===== config.mk =====
export PLATFORM = sky130hd
export DESIGN_NAME = axi4s_pkt_tx
export DESIGN_NICKNAME = d
export VERILOG_FILES = /design/src/rtl/axi4s_pkg.sv /design/src/rtl/axi4s_pkt_tx_outbuf.sv /design/src/rtl/axi4s_pkt_tx.sv
export SDC_FILE = /design/constraint.sdc
export NUM_CORES = 1
export LEC_CHECK = 0
export CAP_MARGIN = 20
export CELL_PAD_IN_SITES_DETAIL_PLACEMENT = 1
export CELL_PAD_IN_SITES_GLOBAL_PLACEMENT = 1
export CORE_MARGIN = 2
export CORE_UTILIZATION = 42
export DETAILED_ROUTE_END_ITERATION = 8
export PLACE_DENSITY = 0.87
export REMOVE_ABC_BUFFERS = 1
export SETUP_SLACK_MARGIN = 0.02
export SLEW_MARGIN = 10
export SYNTH_ARGS = -nofsm -noshare
export SYNTH_HDL_FRONTEND = slang
export SYNTH_SLANG_ARGS = --single-unit
export TNS_END_PERCENT = 20

===== constraint.sdc =====
create_clock -name clk_i -period 4.48 [get_ports clk_i]
set_input_delay 0.448 -clock clk_i [delete_from_list [all_inputs] [get_ports clk_i]]
set_output_delay 0.448 -clock clk_i [all_outputs]
set_load 0.01 [all_outputs]

===== src/rtl/axi4s_pkg.sv =====
// rtl/axi4s_pkg.sv - shared types and read-credit helper for the AXI4-Stream packet transmitter
package axi4s_pkg;

   typedef enum logic {
      IDLE = 1'b0,
      READ = 1'b1
   } tx_state_t;

   // Output buffer holds the output register plus one skid entry.
   localparam logic [2:0] OUTBUF_DEPTH = 3'd2;

   // A new read may issue only if every beat already committed (buffered or
   // in flight), less the one leaving this cycle, still leaves a free slot.
   function automatic logic credit_ok(input logic [1:0] count,
                                      input logic       in_flight,
                                      input logic       pop);
      logic [2:0] used;
      used = {1'b0, count} + {2'b00, in_flight} - {2'b00, pop};
      return used < OUTBUF_DEPTH;
   endfunction

endpackage


===== src/rtl/axi4s_pkt_tx_outbuf.sv =====
// rtl/axi4s_pkt_tx_outbuf.sv - 2-entry output buffer (output register + skid) for the stream master
// Ports:
//   clk_i, rst_ni                     clock, async active-low reset
//   push_data_i/last_i/valid_i        beat returning from the RAM read
//   s_tdata_o/tvalid_o/tlast_o        oldest buffered beat, held until accepted
//   s_tready_i                        downstream ready
//   count_o                           beats held (0..2), feeds the read credit check
module axi4s_pkt_tx_outbuf
   import axi4s_pkg::*;
#(
   parameter int AXI_WIDTH = 64
) (
   input  logic                 clk_i,
   input  logic                 rst_ni,
   input  logic [AXI_WIDTH-1:0] push_data_i,
   input  logic                 push_last_i,
   input  logic                 push_valid_i,
   output logic [AXI_WIDTH-1:0] s_tdata_o,
   output logic                 s_tvalid_o,
   output logic                 s_tlast_o,
   input  logic                 s_tready_i,
   output logic [1:0]           count_o
);

   typedef struct packed {
      logic [AXI_WIDTH-1:0] data;
      logic                 last;
   } axi4s_beat_t;

   axi4s_beat_t out_q, out_d, skid_q, skid_d, push_beat;
   logic        out_vld_q, out_vld_d, skid_vld_q, skid_vld_d;
   logic        pop;

   always_comb begin
      push_beat  = {push_data_i, push_last_i};
      pop        = out_vld_q & s_tready_i;
      out_d      = out_q;
      out_vld_d  = out_vld_q;
      skid_d     = skid_q;
      skid_vld_d = skid_vld_q;
      if (!out_vld_q || pop) begin
         // Output slot frees up: the skid entry is older than any new push.
         if (skid_vld_q) begin
            out_d      = skid_q;
            out_vld_d  = 1'b1;
            skid_vld_d = push_valid_i;
            if (push_valid_i) skid_d = push_beat;
         end else begin
            out_vld_d = push_valid_i;
            if (push_valid_i) out_d = push_beat;
         end
      end else if (push_valid_i) begin
         // Output stalled; the read credit guarantees the skid entry is free here.
         skid_d     = push_beat;
         skid_vld_d = 1'b1;
      end
   end

   always_ff @(posedge clk_i or negedge rst_ni) begin
      if (!rst_ni) begin
         out_q      <= '0;
         out_vld_q  <= 1'b0;
         skid_q     <= '0;
         skid_vld_q <= 1'b0;
      end else begin
         out_q      <= out_d;
         out_vld_q  <= out_vld_d;
         skid_q     <= skid_d;
         skid_vld_q <= skid_vld_d;
      end
   end

   assign s_tdata_o  = out_q.data;
   assign s_tlast_o  = out_q.last;
   assign s_tvalid_o = out_vld_q;
   assign count_o    = {1'b0, out_vld_q} + {1'b0, skid_vld_q};

endmodule


===== src/rtl/axi4s_pkt_tx.sv =====
// rtl/axi4s_pkt_tx.sv - packet transmitter: descriptor in, RAM reads out, AXI4-Stream master beats
// Ports:
//   clk_i, rst_ni                          clock, async active-low reset
//   desc_addr_i/len_i/valid_i, desc_ready_o descriptor handshake (start address, length in beats)
//   mem_rd_en_o, mem_rd_addr_o, mem_rd_data_i  synchronous RAM read port (1-cycle latency)
//   s_tdata_o/tvalid_o/tready_i/tlast_o    AXI4-Stream master
//   busy_o                                 packet in progress
//   pkt_done_o                             pulse the cycle after the tlast beat handshakes
module axi4s_pkt_tx
   import axi4s_pkg::*;
#(
   parameter int AXI_WIDTH  = 64,
   parameter int ADDR_WIDTH = 10,
   parameter int LEN_WIDTH  = 10
) (
   input  logic                  clk_i,
   input  logic                  rst_ni,
   input  logic [ADDR_WIDTH-1:0] desc_addr_i,
   input  logic [LEN_WIDTH-1:0]  desc_len_i,
   input  logic                  desc_valid_i,
   output logic                  desc_ready_o,
   output logic                  mem_rd_en_o,
   output logic [ADDR_WIDTH-1:0] mem_rd_addr_o,
   input  logic [AXI_WIDTH-1:0]  mem_rd_data_i,
   output logic [AXI_WIDTH-1:0]  s_tdata_o,
   output logic                  s_tvalid_o,
   input  logic                  s_tready_i,
   output logic                  s_tlast_o,
   output logic                  busy_o,
   output logic                  pkt_done_o
);

   tx_state_t             state_q, state_d;
   logic [ADDR_WIDTH-1:0] addr_q, addr_d;
   logic [LEN_WIDTH-1:0]  rem_q, rem_d;
   logic                  desc_ready_q, desc_ready_d;
   logic                  inflight_vld_q, inflight_vld_d;
   logic                  inflight_last_q, inflight_last_d;
   logic                  done_q, done_d;
   logic [1:0]            buf_count;
   logic                  pop, issue, is_last_rd;

   always_comb begin
      pop             = s_tvalid_o & s_tready_i;
      issue           = (state_q == READ) && credit_ok(buf_count, inflight_vld_q, pop);
      is_last_rd      = (rem_q == LEN_WIDTH'(1));
      state_d         = state_q;
      addr_d          = addr_q;
      rem_d           = rem_q;
      case (state_q)
         IDLE: begin
            // Zero-length descriptors are consumed without leaving IDLE.
            if (desc_valid_i && desc_ready_q && (desc_len_i != '0)) begin
               state_d = READ;
               addr_d  = desc_addr_i;
               rem_d   = desc_len_i;
            end
         end
         READ: begin
            if (issue) begin
               addr_d = addr_q + ADDR_WIDTH'(1);
               rem_d  = rem_q - LEN_WIDTH'(1);
               if (is_last_rd) state_d = IDLE;
            end
         end
      endcase
      inflight_vld_d  = issue;
      inflight_last_d = issue & is_last_rd;
      desc_ready_d    = (state_d == IDLE);
      done_d          = pop & s_tlast_o;
   end

   always_ff @(posedge clk_i or negedge rst_ni) begin
      if (!rst_ni) begin
         state_q         <= IDLE;
         addr_q          <= '0;
         rem_q           <= '0;
         desc_ready_q    <= 1'b0;
         inflight_vld_q  <= 1'b0;
         inflight_last_q <= 1'b0;
         done_q          <= 1'b0;
      end else begin
         state_q         <= state_d;
         addr_q          <= addr_d;
         rem_q           <= rem_d;
         desc_ready_q    <= desc_ready_d;
         inflight_vld_q  <= inflight_vld_d;
         inflight_last_q <= inflight_last_d;
         done_q          <= done_d;
      end
   end

   axi4s_pkt_tx_outbuf #(
      .AXI_WIDTH (AXI_WIDTH)
   ) u_outbuf (
      .clk_i        (clk_i),
      .rst_ni       (rst_ni),
      .push_data_i  (mem_rd_data_i),
      .push_last_i  (inflight_last_q),
      .push_valid_i (inflight_vld_q),
      .s_tdata_o    (s_tdata_o),
      .s_tvalid_o   (s_tvalid_o),
      .s_tlast_o    (s_tlast_o),
      .s_tready_i   (s_tready_i),
      .count_o      (buf_count)
   );

   assign desc_ready_o  = desc_ready_q;
   assign mem_rd_en_o   = issue;
   assign mem_rd_addr_o = addr_q;
   assign busy_o        = (state_q == READ) | inflight_vld_q | (buf_count != 2'd0);
   assign pkt_done_o    = done_q;

endmodule


==> results of run 1 <==
==> flip-flops by register name, indices dropped and copies added, names as in the netlist <==
register	cells
u_outbuf.s_tvalid_o	1
u_outbuf.s_tlast_o	1
u_outbuf.skid_q	65
rem_q	10
inflight_vld_q	1
u_outbuf.skid_vld_q	1
mem_rd_addr_o	10
pkt_done_o	1
u_outbuf.s_tdata_o	64
desc_ready_o	1
inflight_last_q	1
state_q	1
==> layout by cell type, fill, tap and decap left out, types with 2 or more instances in the layout <==
cell type	instances
inv_1	6
bufinv_16	5
buf_4	5
nor3_1	5
o21ai_0	15
dfrtp_1	156
and3_1	4
nand3_1	12
clkdlybuf4s50_1	166
ha_1	7
nand2b_1	4
clkbuf_1	2
inv_6	2
o22ai_1	5
mux2_2	65
clkinv_4	2
nor4_4	2
a21oi_1	82
clkbuf_16	17
mux2i_1	67
nor2_1	83
nor3b_2	2
nand2_1	8
nand4_1	5
o32ai_1	4
==> metrics by stage <==
step / cell area, um^2 / cells / hold WS [ps] / util [%]
final: 9490 / 984 / 59.4 / 57.6
after CTS: 9490 / 984 / 84.0 / 57.6
after floorplan: 6820 / 560 / 152 / -
after global placement: 8850 / 953 / 486 / 53.7
after global routing: 9490 / 984 / 103 / 57.6
after detailed placement: 8850 / 953 / 494 / 53.7
==> final timing paths <==
check                                           startpoint                                 end  slack (ps)
max                        u_outbuf.skid_vld_q$_DFFE_PN0P_                         mem_rd_en_o         720
min                                                 rst_ni   u_outbuf.s_tdata_o[7]$_DFFE_PN0P_          60
max reg2reg                u_outbuf.skid_vld_q$_DFFE_PN0P_                rem_q[1]$_DFFE_PN0P_         860
min reg2reg                u_outbuf.skid_q[64]$_DFFE_PN0P_     u_outbuf.skid_q[64]$_DFFE_PN0P_         510
max in group asynchronous                           rst_ni  u_outbuf.s_tdata_o[56]$_DFFE_PN0P_        3360
min in group clk_i         u_outbuf.skid_q[64]$_DFFE_PN0P_     u_outbuf.skid_q[64]$_DFFE_PN0P_         510
==> power by group <==
group / internal, mW / leakage (nW) / switching, mW / total [mW]
combinational: 1.83 / 1.86 / 1.93 / 3.77
clock: 0.995 / 0.310 / 0.597 / 1.59
sequential: 2.16 / 1.82 / 0.530 / 2.69
==> layer usage <==
| metal | wire, um | vias up | GRT usage (%) | part of all wire, % |
|---|---|---|---|---|
| li1 | - | 2425 | - | - |
| met1 | 8660 | 2697 | 29.6 | 43 |
| met2 | 10300 | 167 | 40.2 | 51 |
| met3 | 927 | 29 | 5.14 | 4.6 |
| met4 | 297 | 0 | 7.09 | 1.5 |
| met5 | 0 | - | 0 | 0 |
==> layout make-up <==
| cell class | count | area [um^2] | area share (%) |
|---|---|---|---|
| clock inverter | 12 | 209 | 2.20 |
| sequential | 157 | 3930 | 41.4 |
| inverter | 7 | 26.3 | 0.277 |
| clock buffer | 19 | 433 | 4.56 |
| tap | 220 | 275 | 2.90 |
| multi-input combinational | 396 | 2880 | 30.4 |
| timing repair buffer | 173 | 1730 | 18.2 |
==> kinds of logic (layout without fill, tap and decap cells) <==
logic type,after synthesis,after routing,share of synthesized area (%)
XOR/XNOR,1,1,0.125
flip-flops,157,157,55.9
adder cells (fa/ha/maj),8,8,1.39
AO/OA/AOI/OAI,122,122,10.2
AND/OR/NAND/NOR,133,133,9.08
buffers and inverters,46,211,3.28
multiplexers,132,132,20.0
==> impl_metrics.yaml, run 1 <==
outcome:
  outcome: "finished clean"
yosys:
  synthCells: 599
  synth_warnings: 0
  yosysTopAreaCell: "dfrtp_1"
  yosysMostFrequentCell: "dfrtp_1"
  ys_top_cells_by_area: "dfrtp_1, mux2_2, mux2i_1"
  synthArstFlopShare_pct: 100
  yosysSeqAreaShare_pct: 55.9
  ys_seq_elements: 157
  avgSynthCellArea_um2: 11.7
  ys_types: 47
  synth_ff_type: "dfrtp_1"
  yosysTopAreaCellShare_pct: 55.9
  syn-cell-area_um2: 7020
  yosys-top-cells-count: "dfrtp_1, nor2_1, a21oi_1"
  synth_edf_count: 0
setup_path:
  worst_path_dominant_cell_family: "adder cells"
  setup.worst_path.start_class: "register"
  path_buf_inv: 3
  max_stage_delay_ps: 640
  cp-end-kind: "output pin"
  path_max_fanout: 16
  cp.depth: 8
  cp_slowest_cell: "clkdlybuf4s50_1"
  reg2reg_depth: 10
  timing_worst_setup_path_type: "register to output pin"
  cp_data_arrival_time_ps: 3320
  critPathMostFrequentCell: "ha_1"
  cp_cell_sequence: "inv_1 -> ha_1 -> inv_1 -> ha_1 -> nor2_1 -> ha_1 -> a211oi_4 -> clkdlybuf4s50_1"
  crit_required_ps: 4030
sta:
  tightest_slew_ps: 977
  slew_headroom_pct: 34.9
  setup-tns-final_ps: 0
  fmax_mhz: 266
  setup_ws_ps: 717
  hold_viol_final: 0
  setup_violations: 0
  post-route-period-util_pct: 84.0
  period_needed_ps: 3760
  finClkSkew_ps: 11.6
  rsz0062_at_grt: "no"
  finalMaxSlewViolations: 0
die:
  dieArea_um2: 17800
  fp.dieW_um: 133
  ios: 168
  die_h_um: 133
  start_util_pct: 42.7
  rows: 47
  design.core.area_um2: 16500
drt:
  drt-initial-drc-count: 266
  drtPass1Iterations: 4
  vias: 5318
  ant_nets: 0
  wl_per_cell_um: 20.5
  viasPerCell: 5.40
  finalWirelength_um: 20200
  drc: 0
clocking:
  cts_buffer_depth: 2
  postCtsSetupRepairBufs: 0
  post_cts_resized: 0
  numClockSinks: 157
  cts.clk_slew.worst_paths_ps: 60
  cts_tree: "yes"
  cts_root_buf: "clkbuf_16"
  htree_num_levels: 4
  numCtsBuffers: 17
  clk_latency_ps: 420
  ctsHoldBuffers: 0
grt:
  grt_pass1_wl_um: 32400
  grt_usage_pct: 23.3
  antenna_found_initial: 0
  grt-ovfl-total: 0
  grt_max_degree: 127
  first_global_vias: 5945
pwr:
  leakage_nw: 3.98
  p_total_mw: 8.05
  cellPowerDensity_nw_per_um2: 848
  ir_worst_vdd_mv: 0.742
layout:
  drive_above_1_share_pct: 15.6
  final.fill_count: 1687
  syn_to_final_growth_pct: 35.1
  antennaDiodeCount: 0
  final_nets: 847
placed_design:
  portBuffers: 167
  pre_cts_ws_ps: 839
  place_hpwl_um: 13300
  gp_congestion: 0.858
flow_run:
  maxCapViolCount: 0
worst_hold_path:
  hold_path_class: "primary input to asynchronous set/reset pin"
No activity file was read; power rests on OpenSTA's default activity.
==> inputs of run 2 (changes only) <==
--- a/config.mk
+++ b/config.mk
@@ -9,9 +9,9 @@
 export CELL_PAD_IN_SITES_DETAIL_PLACEMENT = 1
 export CELL_PAD_IN_SITES_GLOBAL_PLACEMENT = 1
 export CORE_MARGIN = 2
-export CORE_UTILIZATION = 42
+export CORE_UTILIZATION = 35
 export DETAILED_ROUTE_END_ITERATION = 8
-export PLACE_DENSITY = 0.87
+export PLACE_DENSITY = 0.78
 export REMOVE_ABC_BUFFERS = 1
 export SETUP_SLACK_MARGIN = 0.02
 export SLEW_MARGIN = 10
==> constraint.sdc (replaced) <==
create_clock -name clk_i -period 3 [get_ports clk_i]
set_input_delay 0.3 -clock clk_i [delete_from_list [all_inputs] [get_ports clk_i]]
set_output_delay 0.3 -clock clk_i [all_outputs]
set_load 0.01 [all_outputs]
==> run 2 against run 1 <==
Compared with the run above: the flow now finishes with violations (hold timing); utilization fell by 8.5 points; global-route usage is 4.9 points lower; hold slack got worse by 83 ps; combinational power increased by 52%; via count down 0.39%; sequential cell count unchanged; setup slack worse by 530 ps; critical endpoint unchanged; total power grew 47%; largest cell class unchanged; die area grew 19%.
==> impl_metrics.yaml, run 2 (synthesis results as in run 1) <==
setup_path:
  crit_required_ps: 2700
  rr_endpoint: "mem_rd_addr_o[2]$_DFFE_PN0P_"
  cp-end-kind: "output pin"
  path_max_fanout: 5
  r2r_start: "u_outbuf.s_tvalid_o$_DFFE_PN0N_"
  setup.worst_path.start_class: "register"
  r2r_setup_slack_ps: 280
  cp_data_arrival_time_ps: 2520
  timing_worst_setup_path_type: "register to output pin"
  reg2reg_depth: 12
sta:
  finClkSkew_ps: 9.12
  post-route-period-util_pct: 93.9
  rsz0062_at_grt: "no"
  setup_ws_ps: 184
  setup_violations: 0
  finalMaxSlewViolations: 0
  fmax_mhz: 355
  fin_hold_ws_ps: -23.3
  tightest_slew_ps: 923
  period_needed_ps: 2820
  setup-tns-final_ps: 0
  slew_headroom_pct: 38.5
  hold_viol_final: 26
pwr:
  ir_worst_vdd_mv: 0.757
  p_total_mw: 11.9
  cellPowerDensity_nw_per_um2: 1230
  leakage_nw: 4.04
layout:
  final_common_cell: "clkdlybuf4s50_1"
  final_cells: 1043
  fin_area_um2: 9620
  final_cell_mix: "clkdlybuf4s50_1, dfrtp_1, nor2_1, a21oi_1, mux2i_1"
  regMostFlops: "u_outbuf.skid_q"
  antennaDiodeCount: 0
  final_nets: 860
  finish.utilization_pct: 49.1
  drive_above_1_share_pct: 17.2
  syn_to_final_growth_pct: 37.0
  largest_reg_flops: 65
drt:
  route.met3.wl_um: 1030
  viasPerCell: 5.08
  wl_per_cell_um: 18.0
  ant_nets: 0
  wl_met2_um: 9510
  drtPass1Iterations: 4
  maxUsedRoutingLayer: "met4"
  met1Wirelength_um: 8130
  finalWirelength_um: 18800
  vias: 5297
  drt-initial-drc-count: 231
  drc: 0
clocking:
  numCtsBuffers: 17
  clk_latency_ps: 420
  postCtsSetupRepairBufs: 0
  ctsHoldBuffers: 0
  htree_num_levels: 4
  cts_root_buf: "clkbuf_16"
  cts_buffer_depth: 2
  cts_tree: "yes"
  cts.clk_slew.worst_paths_ps: 60
  numClockSinks: 157
die:
  die_h_um: 146
  dieArea_um2: 21200
  design.core.area_um2: 19600
  rows: 51
  start_util_pct: 35.9
  ios: 168
  fp.dieW_um: 146
placed_design:
  portBuffers: 167
  gp_congestion: 0.856
  numPlacedInstances: 1011
  pre_cts_ws_ps: 161
  placed_area_um2: 9030
  place_hpwl_um: 13400
grt:
  grt_pass1_wl_um: 31500
  antenna_found_initial: 0
  grt_usage_pct: 18.5
  grt-ovfl-total: 0
  grt_max_degree: 95
  first_global_vias: 6100
outcome:
  violations: "hold timing"
  outcome: "finished with violations"
flow_run:
  maxCapViolCount: 0
worst_hold_path:
  hold_path_class: "primary input to asynchronous set/reset pin"
==> run 2: changes by cell type in the layout (fill, tap and decap cells not counted) <==
cell             delta
inv_6               +2
dlygate4sd2_1       +1
clkbuf_8            +1
bufinv_16           -3
clkinvlp_4          +1
buf_12              +2
buf_4              +11
clkdlybuf4s50_1     -1
inv_8               +1
clkbuf_1            -1
==> run 2: area by class of cell <==
| type | instances | area (um^2) |
|---|---|---|
| multi-input cells | 396 | 2880 |
| flip-flops and latches | 157 | 3930 |
| clock inverters | 13 | 155 |
| clock buffers | 19 | 443 |
| well taps | 265 | 332 |
| inverters | 7 | 26.3 |
| repair buffers | 186 | 1850 |
| fillers | 2093 | 9970 |
==> run 2: what timing repair did <==
action,in CTS,in global routing
endpoints found under the hold margin,0,0
endpoints found under the setup margin,1,0
resized for setup,1,0
==> run 2: layer usage <==
metal / track usage (%) / up-vias
li1: - / 2448
met1: 23.1 / 2676
met2: 32.0 / 159
met3: 5.08 / 14
met4: 4.17 / 0
met5: 0 / -
==> run 2: worst max path at each step <==
stage,cells past startpoint,start,slack [ps],to
floorplan,2,u_outbuf.skid_vld_q$_DFFE_PN0P_,-4290,u_outbuf.skid_q[0]$_DFFE_PN0P_
global placement,10,s_tready_i,270,mem_rd_addr_o[8]$_DFFE_PN0P_
detailed placement,11,s_tready_i,160,rem_q[8]$_DFFE_PN0P_
CTS,8,u_outbuf.s_tvalid_o$_DFFE_PN0N_,140,mem_rd_en_o
global route,8,u_outbuf.s_tvalid_o$_DFFE_PN0N_,50,mem_rd_en_o
finish,8,u_outbuf.s_tvalid_o$_DFFE_PN0N_,180,mem_rd_en_o
==> run 2: report_power, final <==
group / leakage (nW) / internal (mW) / total, mW / switching [mW]
logic: 1.93 / 2.90 / 5.72 / 2.82
clock network: 0.289 / 1.27 / 2.18 / 0.908
registers: 1.82 / 3.22 / 3.97 / 0.748
total: 4.04 / 7.39 / 11.9 / 4.48
==> run 2: critical path, stage by stage (launching register included) <==
cell and delay (ps):
dfrtp_1 410, inv_1 110, ha_1 300, inv_1 50, ha_1 180, xor2_1 170
ha_1 340, a211oi_4 240, dlygate4sd2_1 300
==> inputs of run 3 (changes only) <==
--- a/config.mk
+++ b/config.mk
@@ -8,7 +8,6 @@
 export CAP_MARGIN = 20
 export CELL_PAD_IN_SITES_DETAIL_PLACEMENT = 1
 export CELL_PAD_IN_SITES_GLOBAL_PLACEMENT = 1
-export CORE_MARGIN = 2
 export CORE_UTILIZATION = 35
 export DETAILED_ROUTE_END_ITERATION = 8
 export PLACE_DENSITY = 0.78
@@ -18,4 +17,3 @@
 export SYNTH_ARGS = -nofsm -noshare
 export SYNTH_HDL_FRONTEND = slang
 export SYNTH_SLANG_ARGS = --single-unit
-export TNS_END_PERCENT = 20
==> run 3 against run 2 <==
Compared with the run above: the run now ends clean; wire length is 1.9% lower; clock-buffer cell count is 1 lower; utilization down 0.27 points; non-clock buffer count shrank 6; sequential cell count did not move.
==> impl_metrics.yaml, run 3 (synthesis results as in run 1) <==
layout:
  final_cell_mix: "clkdlybuf4s50_1, dfrtp_1, nor2_1, a21oi_1, mux2i_1"
  regMostFlops: "u_outbuf.skid_q"
  largest_reg_flops: 65
  finish.utilization_pct: 48.9
  final_common_cell: "clkdlybuf4s50_1"
  antennaDiodeCount: 0
  final_cells: 1037
  drive_above_1_share_pct: 16.5
  final_nets: 854
  syn_to_final_growth_pct: 36.3
  final.fill_count: 2090
sta:
  rsz0062_at_grt: "no"
  post-route-period-util_pct: 91.6
  period_needed_ps: 2750
  setup_violations: 0
  slew_headroom_pct: 37.2
  setup_ws_ps: 251
  fin_hold_ws_ps: 478
  hold_viol_final: 0
  fmax_mhz: 364
  finClkSkew_ps: 10.2
  tightest_slew_ps: 942
  finalMaxSlewViolations: 0
die:
  fp.dieW_um: 144
  rows: 51
  dieArea_um2: 20600
  die_h_um: 144
  ios: 168
  start_util_pct: 35.9
  design.core.area_um2: 19600
placed_design:
  gp_congestion: 0.840
  portBuffers: 167
  place_hpwl_um: 12900
  pre_cts_ws_ps: 187
  numPlacedInstances: 1004
setup_path:
  path_max_fanout: 5
  r2r_setup_slack_ps: 310
  worst_path_dominant_cell_family: "adder cells"
  timing_worst_setup_path_type: "register to output pin"
  path_buf_inv: 3
  critPathMostFrequentCell: "ha_1"
  cp-end-kind: "output pin"
  cp_slowest_cell: "dfrtp_1"
  setup.worst_path.start_class: "register"
  max_stage_delay_ps: 400
  crit_required_ps: 2700
  cp_data_arrival_time_ps: 2450
  cp_cell_sequence: "inv_1 -> ha_1 -> inv_1 -> ha_1 -> xor2_1 -> ha_1 -> a211oi_4 -> dlygate4sd2_1"
pwr:
  ir_worst_vdd_mv: 0.929
  cellPowerDensity_nw_per_um2: 1220
  leakage_nw: 4.00
  p_total_mw: 11.7
clocking:
  cts.clk_slew.worst_paths_ps: 70
  clk_latency_ps: 410
  cts_buffer_depth: 2
  cts_root_buf: "clkbuf_16"
  numClockSinks: 157
  cts_tree: "yes"
  htree_num_levels: 4
  numCtsBuffers: 17
drt:
  drtPass1Iterations: 4
  finalWirelength_um: 18500
  viasPerCell: 5.03
  vias: 5215
  drc: 0
  drt-initial-drc-count: 172
  ant_nets: 0
  wl_per_cell_um: 17.8
outcome:
  outcome: "finished clean"
grt:
  grt-ovfl-total: 0
  first_global_vias: 5822
  antenna_found_initial: 0
  grt_max_degree: 73
  grt_pass1_wl_um: 29600
  grt_usage_pct: 18.5
worst_hold_path:
  hold_path_class: "primary input to asynchronous set/reset pin"
flow_run:
  maxCapViolCount: 0
[run 3: worst paths after layout]
| path | startpoint | to | depth (start not counted) |
|---|---|---|---|
| setup / recovery | u_outbuf.s_tvalid_o$_DFFE_PN0N_ | mem_rd_en_o | 8 |
| hold / removal | rst_ni | u_outbuf.s_tdata_o[53]$_DFFE_PN0P_ | 2 |
| setup reg to reg | u_outbuf.s_tvalid_o$_DFFE_PN0N_ | rem_q[8]$_DFFE_PN0P_ | 12 |
| hold reg to reg | u_outbuf.skid_q[3]$_DFFE_PN0P_ | u_outbuf.skid_q[3]$_DFFE_PN0P_ | 1 |
| max in group asynchronous | rst_ni | mem_rd_addr_o[5]$_DFFE_PN0P_ | 3 |
| min in group clk_i | desc_addr_i[9] | mem_rd_addr_o[9]$_DFFE_PN0P_ | 3 |
[run 3: what timing repair did]
item,in CTS,in global routing
hold buffers,1,0
setup buffers,0,0
endpoints found under the hold margin,70,0
setup endpoints to repair,1,0
resized for setup,1,0
[run 3: worst reg2reg max path, cell delays in order (launching register included)]
cell and delay, ps:
dfrtp_1 400, inv_1 90, ha_1 280, inv_1 40, ha_1 180, xor2_1 170
ha_1 340, a211oi_4 230, buf_4 210, nand2b_1 160, buf_4 190, o22ai_1 110
a21oi_1 190
[run 3: report_power, final]
part / switching (mW) / internal, mW / total [mW]
Clock: 0.921 / 1.17 / 2.09
Sequential: 0.729 / 3.22 / 3.95
Combinational: 2.83 / 2.83 / 5.67
[run 3: routing by layer]
layer / global-route usage (%) / routed length, um / part of all wire (%) / vias up
li1: - / - / - / 2434
met1: 22.5 / 8090 / 44 / 2635
met2: 32.4 / 9190 / 50 / 135
met3: 5.10 / 1060 / 5.7 / 11
met4: 4.03 / 121 / 0.66 / 0
met5: 0 / 0 / 0 / -
[run 3: metrics by stage]
step / cell area [um^2] / TNS [ps]
2_1_floorplan: 6820 / -572550
3_3_place_gp: 8990 / 0
3_5_place_dp: 8990 / 0
4_1_cts: 9570 / 0
5_1_grt: 9570 / 0
6_report: 9570 / 0
[run 3: final cells by class]
class / count / area, um^2 / share of cell area, %
clock buffers: 18 / 429 / 4.48
flip-flops and latches: 157 / 3930 / 41.1
multi-input cells: 396 / 2880 / 30.1
well taps: 265 / 332 / 3.46
repair buffers: 180 / 1820 / 19.0
inverters: 7 / 26.3 / 0.275
clock inverters: 14 / 146 / 1.53
==> patch (flow settings as in run 3) <==
`AXI_WIDTH` is set to 64 in 2 places; all go to 68.
--- a/src/rtl/axi4s_pkt_tx_outbuf.sv
+++ b/src/rtl/axi4s_pkt_tx_outbuf.sv
@@ -9,5 +9,5 @@
    import axi4s_pkg::*;
 #(
-   parameter int AXI_WIDTH = 64
+   parameter int AXI_WIDTH = 68
 ) (
    input  logic                 clk_i,
--- a/src/rtl/axi4s_pkt_tx.sv
+++ b/src/rtl/axi4s_pkt_tx.sv
@@ -10,5 +10,5 @@
    import axi4s_pkg::*;
 #(
-   parameter int AXI_WIDTH  = 64,
+   parameter int AXI_WIDTH  = 68,
    parameter int ADDR_WIDTH = 10,
    parameter int LEN_WIDTH  = 10
Ports: changed (resized mem_rd_data_i and s_tdata_o); port bits go from 168 to 176. The function was not compared with the original's and may differ.
==> patch against run 3 <==
  * Sequential cell count increased by 8
  * Synthesized area is 5.9% higher
  * Fmax decreased by 1.6%
  * Count of clock-buffer cells in the layout rose by 1
  * Worst hold slack got worse by 0.11 ns
  * Cell area is 6.1% higher
  * Routed wire length rose by 2.7%
  * Power grew 4.4%
  * Setup slack got worse by 0.043 ns
  * Critical path type unchanged
  * Largest cell class unchanged
==> patch: results (changes against run 3) <==
switching share of total power -> 37.4% (was 38.3%)
CP max stage delay -> 0.49 ns (was 0.40 ns)
Arr. time, crit path -> 2.49 ns (was 2.45 ns)
synthesized-area fraction occupied by adder cells -> 1.31% (was 1.39%)
post-synthesis area per instance -> 11.7 um^2 (about the same)
R2R depth -> 11 (was 12)
final hold slack -> 0.366 ns (was 0.478 ns)
met1 wire length -> 8960 um (was 8090 um)
met3 wire length -> 1080 um (was 1060 um)
Synth top cells by count -> 165 x dfrtp_1, 86 x nor2_1, 79 x a21oi_1 (was 157 x dfrtp_1, 84 x nor2_1, 82 x a21oi_1)
Slew @ Worst Pin -> 0.736 ns (was 0.942 ns)
number of global-route vias before repair -> 5895 (was 5822)
status -> finished, final reports clean (unchanged)
Clock Skew -> 0.0114 ns (was 0.0102 ns)
Starting DRT DRC Count -> 164 (was 172)
leak pwr -> 4.26 nW (was 4.00 nW)
sequential share of the synthesized area -> 55.5% (was 55.9%)
Largest register FFs -> 69 (was 65)
vias -> 5529 (was 5215)
# placed instances -> 1055 (was 1004)
GRT Util Overall -> 18.2% (was 18.5%)
first-pass GRT wire length -> 31100 um (was 29600 um)
maximum VDD drop -> 0.736 mV (was 0.929 mV)
met1 Use GR -> 24.4% (was 22.5%)
CP max FO -> 3 (was 5)
Pre-antenna DRT Iters -> 5 (was 4)
initial antenna violation count -> 4 (was 0)
Highest Signal Layer -> met5 (was met4)
post-synthesis compound-gate area fraction -> 10.9% (was 10.2%)
DP Wirelength -> 12600 um (was 12900 um)
Post-Synth XOR/XNOR Area -> 0.118% (was 0.125%)
via/cell ratio -> 5.06 (was 5.03)
Cell Int Power -> 7.66 mW (was 7.23 mW)
Max Fclk -> 358 MHz (was 364 MHz)
placed cell area -> 0.00955 mm^2 (was 0.00899 mm^2)
setup slack at placement -> 0.193 ns (was 0.187 ns)
nets -> 907 (was 854)
r2r endpoint -> state_q (was rem_q[8])
synth unique cells -> 55 (was 47)
mux contribution to synthesized area -> 20.6% (was 20.0%)
Logic pwr share -> 49.0% (was 48.4%)
-- patch: final cells by class --
cell class | count | area [um^2]
inverter | 15 | 56.3
fill | 2185 | 10400
multi-input combinational | 416 | 3110
clock buffer | 19 | 443
tap | 270 | 338
timing repair buffer | 193 | 1940
sequential | 165 | 4130
antenna | 1 | 2.50
clock inverter | 13 | 135
-- patch: timing repair --
item | CTS | global route
hold buffers | 1 | 0
resized for setup | 1 | 0
setup buffers | 3 | 0
hold endpoints to repair | 44 | 0
setup endpoints to repair | 1 | 0
-- patch: critical path: cells and delay by family (launching register included) --
| kind | cells | cell delay [ns] |
|---|---|---|
| adders and majority gates | 3 | 0.67 |
| DFF | 1 | 0.49 |
| buffers and inverters | 4 | 0.46 |
| and+or+nand+nor | 3 | 0.44 |
